<file path="src/rtl/uart_tx_arbiter.sv">
// rtl/uart_tx_arbiter.sv - two-requester round-robin UART frame transmitter
module uart_tx_arbiter #(
    parameter int FRAME_BITS = 8,
    parameter int STOP_BITS  = 1
) (
    input  logic                  CLK50MHZ,
    input  logic                  RST_N,
    input  logic                  req0,
    input  logic                  req1,
    input  logic [FRAME_BITS-1:0] data0,
    input  logic [FRAME_BITS-1:0] data1,
    output logic                  ack0,
    output logic                  ack1,
    input  logic                  tick,
    output logic                  baud_en,
    output logic                  baud_clr,
    output logic                  txd,
    output logic                  busy,
    output logic                  grant
);

    localparam int BIT_CW = (FRAME_BITS > 1) ? $clog2(FRAME_BITS) : 1;

    typedef enum logic [1:0] {
        IDLE  = 2'd0,
        START = 2'd1,
        DATA  = 2'd2,
        STOP  = 2'd3
    } state_t;

    state_t                state;
    state_t                state_n;
    logic [FRAME_BITS-1:0] shift_reg;
    logic [FRAME_BITS-1:0] shift_n;
    logic [BIT_CW-1:0]     bit_cnt;
    logic [BIT_CW-1:0]     bit_n;
    logic [1:0]            stop_cnt;
    logic [1:0]            stop_n;
    logic                  grant_n;
    logic                  txd_n;
    logic                  take;
    logic                  win_sel;

    // Round-robin choice: on contention the requester not granted last wins.
    always_comb begin
        win_sel = 1'b0;
        take    = 1'b0;
        if (state == IDLE && (req0 || req1)) begin
            take    = 1'b1;
            win_sel = (req0 && req1) ? ~grant : req1;
        end
    end

    // Grant-cycle strobes are combinational so the payload is captured in the
    // same cycle as ack; RST_N masks them because IDLE is also the reset state.
    assign ack0     = RST_N & take & ~win_sel;
    assign ack1     = RST_N & take & win_sel;
    assign baud_clr = RST_N & take;

    // The generator only runs while a frame is on the line.
    assign busy    = (state != IDLE);
    assign baud_en = (state != IDLE);

    // State register.
    always_ff @(posedge CLK50MHZ or negedge RST_N) begin
        if (!RST_N) begin
            state <= IDLE;
        end else begin
            state <= state_n;
        end
    end

    // Next-state, shifter and counter update; txd_n is derived from the next
    // state so the registered line changes exactly on the transition edge.
    always_comb begin
        state_n = state;
        shift_n = shift_reg;
        bit_n   = bit_cnt;
        stop_n  = stop_cnt;
        grant_n = grant;
        case (state)
            IDLE: begin
                if (take) begin
                    state_n = START;
                    shift_n = win_sel ? data1 : data0;
                    grant_n = win_sel;
                    bit_n   = '0;
                    stop_n  = '0;
                end
            end
            START: begin
                if (tick) begin
                    state_n = DATA;
                    bit_n   = '0;
                end
            end
            DATA: begin
                if (tick) begin
                    shift_n = shift_reg >> 1;
                    if (bit_cnt == BIT_CW'(FRAME_BITS - 1)) begin
                        state_n = STOP;
                        stop_n  = '0;
                    end else begin
                        bit_n = bit_cnt + 1'b1;
                    end
                end
            end
            STOP: begin
                if (tick) begin
                    if (stop_cnt == 2'(STOP_BITS - 1)) begin
                        state_n = IDLE;
                    end else begin
                        stop_n = stop_cnt + 1'b1;
                    end
                end
            end
            default: state_n = IDLE;
        endcase

        case (state_n)
            START:   txd_n = 1'b0;
            DATA:    txd_n = shift_n[0];
            default: txd_n = 1'b1;
        endcase
    end

    // Datapath registers; reset forces the line idle immediately.
    always_ff @(posedge CLK50MHZ or negedge RST_N) begin
        if (!RST_N) begin
            shift_reg <= '0;
            bit_cnt   <= '0;
            stop_cnt  <= '0;
            grant     <= 1'b1;
            txd       <= 1'b1;
        end else begin
            shift_reg <= shift_n;
            bit_cnt   <= bit_n;
            stop_cnt  <= stop_n;
            grant     <= grant_n;
            txd       <= txd_n;
        end
    end

endmodule
</file>
<file path="config.mk">
export PLATFORM = sky130hd
export DESIGN_NAME = uart_tx_arbiter
export DESIGN_NICKNAME = d
export VERILOG_FILES = /design/src/rtl/uart_tx_arbiter.sv
export SDC_FILE = /design/constraint.sdc
export NUM_CORES = 1
export LEC_CHECK = 0
export ABC_AREA = 0
export BUFFER_PORTS_ARGS = -buffer_cell sky130_fd_sc_hd__buf_2
export CAP_MARGIN = 20
export CORE_MARGIN = 2
export CORE_UTILIZATION = 32
export CTS_CLUSTER_DIAMETER = 60
export DETAILED_ROUTE_END_ITERATION = 6
export GPL_ROUTABILITY_DRIVEN = 0
export PLACE_DENSITY_LB_ADDON = 0.08
export REMOVE_ABC_BUFFERS = 1
export SLEW_MARGIN = 20
export SYNTH_ARGS = -nofsm -noshare
export SYNTH_HDL_FRONTEND = slang
export SYNTH_SLANG_ARGS = --single-unit
</file>
<file path="constraint.sdc">
create_clock -name CLK50MHZ -period 1.57 [get_ports CLK50MHZ]
set_clock_uncertainty 0.1 [all_clocks]
set_input_delay 0.157 -clock CLK50MHZ [delete_from_list [all_inputs] [get_ports CLK50MHZ]]
set_output_delay 0.157 -clock CLK50MHZ [all_outputs]
set_load 0.01 [all_outputs]
</file>
After elaboration in Yosys (flattened, before gate mapping)

Index checks and enable logic that the tools add are counted.

Register bits: 17
Input bits: 21
Output and inout port bits: 7

$add $sub $neg: 2
Equal/unequal tests: 13
Multiplexer cells: 26
Bitwise operators: 5
Reductions and logical operators: 13

Operator list:

| cell                                                             | count |
|---|---|
| 8-bit two-way mux                                                | 3 |
| 2-bit two-way mux                                                | 11 |
| 8-bit one-hot mux with 2 select lines                            | 1 |
| 2-bit != test (second input constant)                            | 7 |
| 3-bit two-way mux                                                | 4 |
| 3-bit one-hot mux with 3 select lines                            | 1 |
| 2-bit one-hot mux with 4 select lines                            | 1 |
| 2-bit == test (second input constant)                            | 3 |
| 2-bit one-hot mux with 3 select lines                            | 1 |
| 6-bit AND reduction                                              | 1 |
| 3-bit nonzero test                                               | 2 |
| 5-bit AND reduction                                              | 1 |
| 2-bit by 1-bit == test with 1-bit output (second input constant) | 2 |
| 2-bit zero test                                                  | 2 |
| 2-bit nonzero test                                               | 2 |
| 3-bit by 1-bit adder with 3-bit output (second input constant)   | 1 |
| 1-bit bitwise AND                                                | 3 |
| 3-bit == test (second input constant)                            | 1 |
| 1-bit two-way mux                                                | 3 |
| 3-bit AND reduction                                              | 1 |
| 2-bit by 1-bit adder with 2-bit output (second input constant)   | 1 |
| 1-bit logical AND                                                | 2 |
| 1-bit inverter                                                   | 2 |
| 1-bit one-hot mux with 2 select lines                            | 1 |
| 2 further kinds                                                  | 2 |

Logic depth before layout (Yosys ltp)

Gate-level depths: netlist of the first run.

Depth after elaboration: 7
Mapped depth: 6

Least setup slack after synthesis of the first run

Ideal clock, no wire load.

Kind: register -> register
Start point: register state[1]
End point: register bit_cnt[0]
Library setup time: 125 ps
Arrival: 1336 ps
Data required time: 1345 ps
Slack: 10 ps
Cell stages (with the launch flop): 6
Buffers on the path: 2
Period minus slack after synthesis: 1560 ps
Path through: dfrtp_1 > buf_4 > and3b_1 > buf_6 > a21oi_4 > mux2_2

Cells in the longest elaborated chain, start to end: 5

Ends and longest elaborated chain:

| element                       | line   | text |
|---|---|---|
| start, declared               | 31     | `state_t state;` |
| start signal, assigned        | 69     | `state <= state_n;` |
| 2-bit zero test               | 48, 81 |  |
| 1-bit logical AND             | 48     | `if (state == IDLE && (req0 \|\| req1)) begin` |
| 1-bit two-way mux             | 48     |  |
| 2-bit != test (no line)       | --     |  |
| 5-bit AND reduction (no line) | --     |  |
| end signal, assigned          | 137    | `bit_cnt <= bit_n;` |
| end, declared                 | 35     | `logic [BIT_CW-1:0] bit_cnt;` |

Parallel ways exist; a longest one is shown, timed or not.
A chain may end at the register's enable or synchronous reset.

Worst setup path in the final report of the first run

Start point: register grant
End point: output port ack0

Cells in the longest elaborated chain, start to end: 5

Ends and longest elaborated chain:

| element                | line | text |
|---|---|---|
| start, declared        | 19   | `output logic grant` |
| start signal, assigned | 139  | `grant <= grant_n;` |
| 1-bit inverter         | 50   | `win_sel = (req0 && req1) ? ~grant : req1;` |
| 1-bit two-way mux      | 50   |  |
| 1-bit two-way mux      | 48   |  |
| 1-bit inverter         | 56   | `assign ack0 = RST_N & take & ~win_sel;` |
| 1-bit bitwise AND      | 56   |  |
| end, declared          | 12   | `output logic ack0,` |

Every way passes these cells.

==> metrics.yaml, run 1 <==
run_status:
  outcome: "finished with violations"
  failed_checks: "setup timing"
worst_setup_path:
  path_depth: 4
  max_stage_delay_ns: 0.55
  crit_family: "flip-flops"
  crit_fanout: 3
  path_class: "reg -> out"
  worstPathRequired_ns: 1.31
  end_kind: "primary output"
  arrival_ns: 1.35
  crit_chain: "a21bo_1 -> buf_6 -> and2_1 -> buf_2"
  crit_slowest_cell: "dfstp_2"
  worstSetupStartpointType: "flop"
  worstRegToRegCells: 6
  cp_num_buf_inv: 2
clock_tree:
  clock-root-buffer: "clkbuf_4"
  clockBufferDepth: 2
  cts_buffers: 3
  tritoncts: "built"
  numClockSinks: 17
  clk_latency_ns: 0.29
  clkTransAtPathRegs_ns: 0.11
  htreeDepth: 1
cells_and_area:
  drive_gt1_share_pct: 46.48
  nNetsFinal: 167
  diodes: 0
  area_growth_pct: 35.29
  stdcell_area_mm2: 0.001386
  final_cell_mix: "buf_2, dfrtp_1, buf_4, nand2_1, inv_1"
  largest_reg_flops: 8
  final_common_cell: "buf_2"
die:
  die_y_um: 60.59
  rows: 20
  die_area_mm2: 0.003671
  core_mm2: 0.003053
  boundaryPins: 28
  fp.dieW_um: 60.59
  start_util_pct: 33.57
detailed_routing:
  drtIter0Drc: 37
  drc: 0
  viasPerCell: 4.742
  wire_per_inst_um: 12.59
  ant_nets: 0
  dr.pass1.iters: 4
  vias: 882
  wirelength_um: 2341
power_and_ir_drop:
  max-vdd-ir-drop_mv: 0.5734
  power_frac_clock_pct: 10.6
  combPwrFrac_pct: 57.0
  seqPwrFrac_pct: 32.4
  p_leak_nw: 0.7000
  p_int_mw: 1.385
  power.switching_uw: 857.5
  cellPowerDensity_mw_per_mm2: 1618
  swShare_pct: 38.24
placement:
  io_buffer_count: 27
  hpwlAfterDp_um: 1790
  placed_cell_area_mm2: 0.001251
  place_ws_ns: 0.04582
timing:
  hold_viol: 0
  slew_violations: 0
  setup_slack_ns: -0.03413
  fin_crit_sh_pct: 102.2
  tightest_slew_ns: 0.3111
  period_minus_slack_ns: 1.604
  fmax_mhz: 623.4
  slew_headroom_pct: 79.19
  setup_viol: 2
  rsz0062_at_grt: "yes"
grt:
  grt.overflow.total: 0
  grt_pass1_wl_um: 3864
  antenna_found_initial: 0
  grt.total_usage_pct: 14.48
  grt_pass1_vias: 859
  grt_max_degree: 18
synthesis:
  yosysTopAreaCell: "dfrtp_1"
  yosys_register_bits: 17
  synth_ff_type: "dfrtp_1"
  ys_seq_area_share_pct: 41.76
  synth_top_area_share_pct: 36.63
  synth_area_per_cell_um2: 10.46
  synth_edf_count: 0
  yosys-top-cells-area: "dfrtp_1, dfstp_2, o221ai_1"
  yosys.cell_types.count: 37
  synthCells: 98
  yosysWarnings: 0
  async_reset_ff_share_pct: 100.0
  synthesis.area_mm2: 0.001025
hold_path:
  worst_hold_path.num_cells: 3
  hp-class: "in -> reg"
flow_run:
  cap_violations: 0
## final timing paths
kind                                          from                  endpoint  slack [ns]
min in group asynchronous                    RST_N  shift_reg[7]$_DFFE_PN0P_        0.25
max in group asynchronous                    RST_N             txd$_DFF_PN1_        0.86
min reg2reg                stop_cnt[0]$_DFFE_PN0P_   stop_cnt[0]$_DFFE_PN0P_        0.41
min                                       data0[6]  shift_reg[6]$_DFFE_PN0P_        0.02
max reg2reg                      grant$_DFFE_PN1P_  shift_reg[6]$_DFFE_PN0P_        0.01
max                              grant$_DFFE_PN1P_                      ack0       -0.03
## worst reg2reg max path, cell delays in order (launching register included)
cell,delay [ns]
dfstp_2,0.39
a21bo_1,0.20
buf_6,0.13
buf_6,0.11
nor3_4,0.31
o221ai_1,0.18
nand2_1,0.09
## per-stage QoR
step / std cells / hold slack, ns / total power, mW / util [%] / TNS (ns)
final: 186 / 0.02250 / 2.243 / 45.41 / -0.04340
after global routing: 186 / 0.02311 / 2.430 / 45.41 / -0.4554
after CTS: 186 / 0.007742 / 2.266 / 44.75 / -0.1196
after detailed placement: 174 / 0.04966 / 1.872 / 40.98 / 0
after global placement: 174 / 0.04632 / 1.844 / 40.98 / 0
after floorplan: 92 / -0.2386 / 1.441 / - / -0.1880
## power groups by stage
stage                     clock [mW]  combinational [mW]  sequential (mW)
after CTS                      0.260                1.28            0.727
after floorplan                    0               0.670            0.771
final                          0.238                1.28            0.726
after global routing           0.272                1.41            0.746
after detailed placement           0                1.13            0.745
after global placement             0                1.11            0.739
## layer usage
layer | up-vias | global-route usage [%] | share of wire [%]
li1 | 449 | - | -
met1 | 412 | 18.19 | 47
met2 | 19 | 24.73 | 48
met3 | 2 | 3.838 | 4.4
met4 | 0 | 3.727 | 0.77
met5 | - | 0 | 0
## cell families after synthesis
logic type                 count (synthesis)  share of synthesized area, %
muxes                                      5                         5.250
AOI/OAI and AO/OA                         27                         23.57
adders and majority gates                  3                         3.663
DFF                                       17                         41.76
and+or+nand+nor                           31                         17.95
buffers and inverters                     15                         7.813
## synthesized netlist by cell type, types with 2 or more instances
master    number
nor2b_1        2
nand2_1       13
a22oi_1        6
a31oi_1        2
a21oi_4        2
o21ai_0        3
nand3_1        4
mux2i_1        2
buf_6          2
ha_1           3
inv_1          9
buf_4          2
dfrtp_1       15
mux2_2         3
o221ai_1       6
a21oi_1        2
dfstp_2        2
## what timing repair did
item / in CTS / in global routing
setup endpoints to repair: 5 / 10
hold buffers: 2 / 0
buffers inserted: 6 / 0
resized for setup: 7 / 4
pin swaps: 3 / 10
hold endpoints to repair: 18 / 0
## cell type report
class	instances	area, µm²
Timing Repair Buffer	46	297.8
Fill cell	322	1667
Sequential cell	17	427.9
Inverter	9	33.78
Multi-Input combinational cell	66	545.5
Tap cell	44	55.05
Clock buffer	4	26.28
(Power assumes the default switching activity.)
==> run 2: changes to the inputs <==
TNS_END_PERCENT = 10   (was default)
==> run 2 against run 1 <==
  * The flow still finishes with violations (setup timing)
  * Count of clock-buffer cells in the layout stayed put
  * Total power is 0.80% lower
  * Critical path depth is the same
  * Critical endpoint unchanged
==> metrics.yaml, run 2 (synthesized netlist as in run 1, its figures left out) <==
die:
  boundaryPins: 28
  start_util_pct: 33.57
  rows: 20
  die_area_mm2: 0.003671
  core_mm2: 0.003053
  fp.dieW_um: 60.59
  die_y_um: 60.59
detailed_routing:
  dr.pass1.iters: 4
  wirelength_um: 2334
  wl_met1_um: 1105
  vias: 877
  wl_met2_um: 1115
  wire_per_inst_um: 12.55
  drc: 0
  routed.top_layer: "met4"
  drtIter0Drc: 48
  dr_wl_met3_um: 95
  ant_nets: 0
  viasPerCell: 4.715
timing:
  rsz0062_at_grt: "yes"
  period_minus_slack_ns: 1.584
  setup_viol: 2
  fmax_mhz: 631.3
  slew_violations: 0
  hold_viol: 0
  slew_headroom_pct: 81.74
  fin_crit_sh_pct: 100.9
  tightest_slew_ns: 0.2730
  fin_setup_tns_ns: -0.02288
  setup_slack_ns: -0.01393
grt:
  grt.total_usage_pct: 14.48
  grt_max_degree: 18
  grt_pass1_wl_um: 3864
  grt_pass1_vias: 859
  antenna_found_initial: 0
  grt.overflow.total: 0
run_status:
  outcome: "finished with violations"
  failed_checks: "setup timing"
worst_setup_path:
  critical_path.startpoint: "grant$_DFFE_PN1P_"
  reg2reg_from: "grant$_DFFE_PN1P_"
  worstPathRequired_ns: 1.31
  arrival_ns: 1.33
  worstSetupStartpointType: "flop"
  end_kind: "primary output"
  path_class: "reg -> out"
  crit_fanout: 3
hold_path:
  hp-class: "in -> reg"
  worstHoldStart: "data0[5]"
cells_and_area:
  area_growth_pct: 33.33
  nNetsFinal: 167
  diodes: 0
  final_common_cell: "buf_2"
  drive_gt1_share_pct: 45.07
  largest_reg_flops: 8
  final_cell_mix: "buf_2, dfrtp_1, buf_4, nand2_1, inv_1"
clock_tree:
  clk_latency_ns: 0.29
  numClockSinks: 17
  cts_buffers: 3
  tritoncts: "built"
  htreeDepth: 1
  clkTransAtPathRegs_ns: 0.11
  clockBufferDepth: 2
  clock-root-buffer: "clkbuf_4"
power_and_ir_drop:
  max-vdd-ir-drop_mv: 0.5730
  report.power.total_mw: 2.225
  p_leak_nw: 0.6963
  cellPowerDensity_mw_per_mm2: 1628
flow_run:
  cap_violations: 0
placement:
  place_ws_ns: 0.04582
  io_buffer_count: 27
  hpwlAfterDp_um: 1790
run 2: area by class of cell:
| cell class | instances | area [µm²] |
|---|---|---|
| fill | 319 | 1687 |
| sequential | 17 | 427.9 |
| clock buffer | 4 | 26.28 |
| inverter | 9 | 33.78 |
| multi-input combinational | 66 | 533.0 |
| timing repair buffer | 46 | 290.3 |
| tap | 44 | 55.05 |
run 2: per-layer routing:
layer | up-vias | GRT usage (%)
met1 | 410 | 18.19
met5 | - | 0
met3 | 2 | 3.838
met4 | 0 | 3.727
li1 | 448 | -
met2 | 17 | 24.73
run 2: stage by stage:
step | util (%) | std cells | hold slack, ns | area [µm²]
floorplan | - | 92 | -0.2386 | 978.4
global placement | 40.98 | 174 | 0.04632 | 1251
detailed placement | 40.98 | 174 | 0.04966 | 1251
CTS | 44.75 | 186 | 0.007742 | 1366
global route | 44.75 | 186 | 0.01861 | 1366
finish | 44.75 | 186 | 0.01666 | 1366
run 2: worst paths after layout:
| check | cells past startpoint | slack (ns) | to |
|---|---|---|---|
| max in group asynchronous | 3 | 0.86 | txd$_DFF_PN1_ |
| worst min register to register | 1 | 0.41 | stop_cnt[0]$_DFFE_PN0P_ |
| worst max register to register | 5 | 0.02 | txd$_DFF_PN1_ |
| worst min-delay path | 3 | 0.02 | shift_reg[5]$_DFFE_PN0P_ |
| worst max-delay path | 4 | -0.01 | ack0 |
| min in group asynchronous | 3 | 0.25 | shift_reg[7]$_DFFE_PN0P_ |
run 2: worst max-delay path, stage by stage, from the launching register on:
cell     delay, ns
dfstp_2       0.55
a21bo_1       0.15
buf_6         0.11
and2_1        0.11
buf_2         0.12
run 2: where the power goes:
group          internal [mW]  total (mW)  switching (mW)
logic                  0.653        1.26           0.607
clock network         0.0988       0.239           0.140
registers              0.624       0.726           0.102
run 2: repair_timing:
item / 4_1_cts / 5_1_grt
cloned: 0 / 0
pin swaps: 3 / 5
setup buffers: 6 / 0
gates resized for setup: 7 / 0
endpoints found under the setup margin: 5 / 10
hold endpoints to repair: 18 / 0
hold buffers: 2 / 0
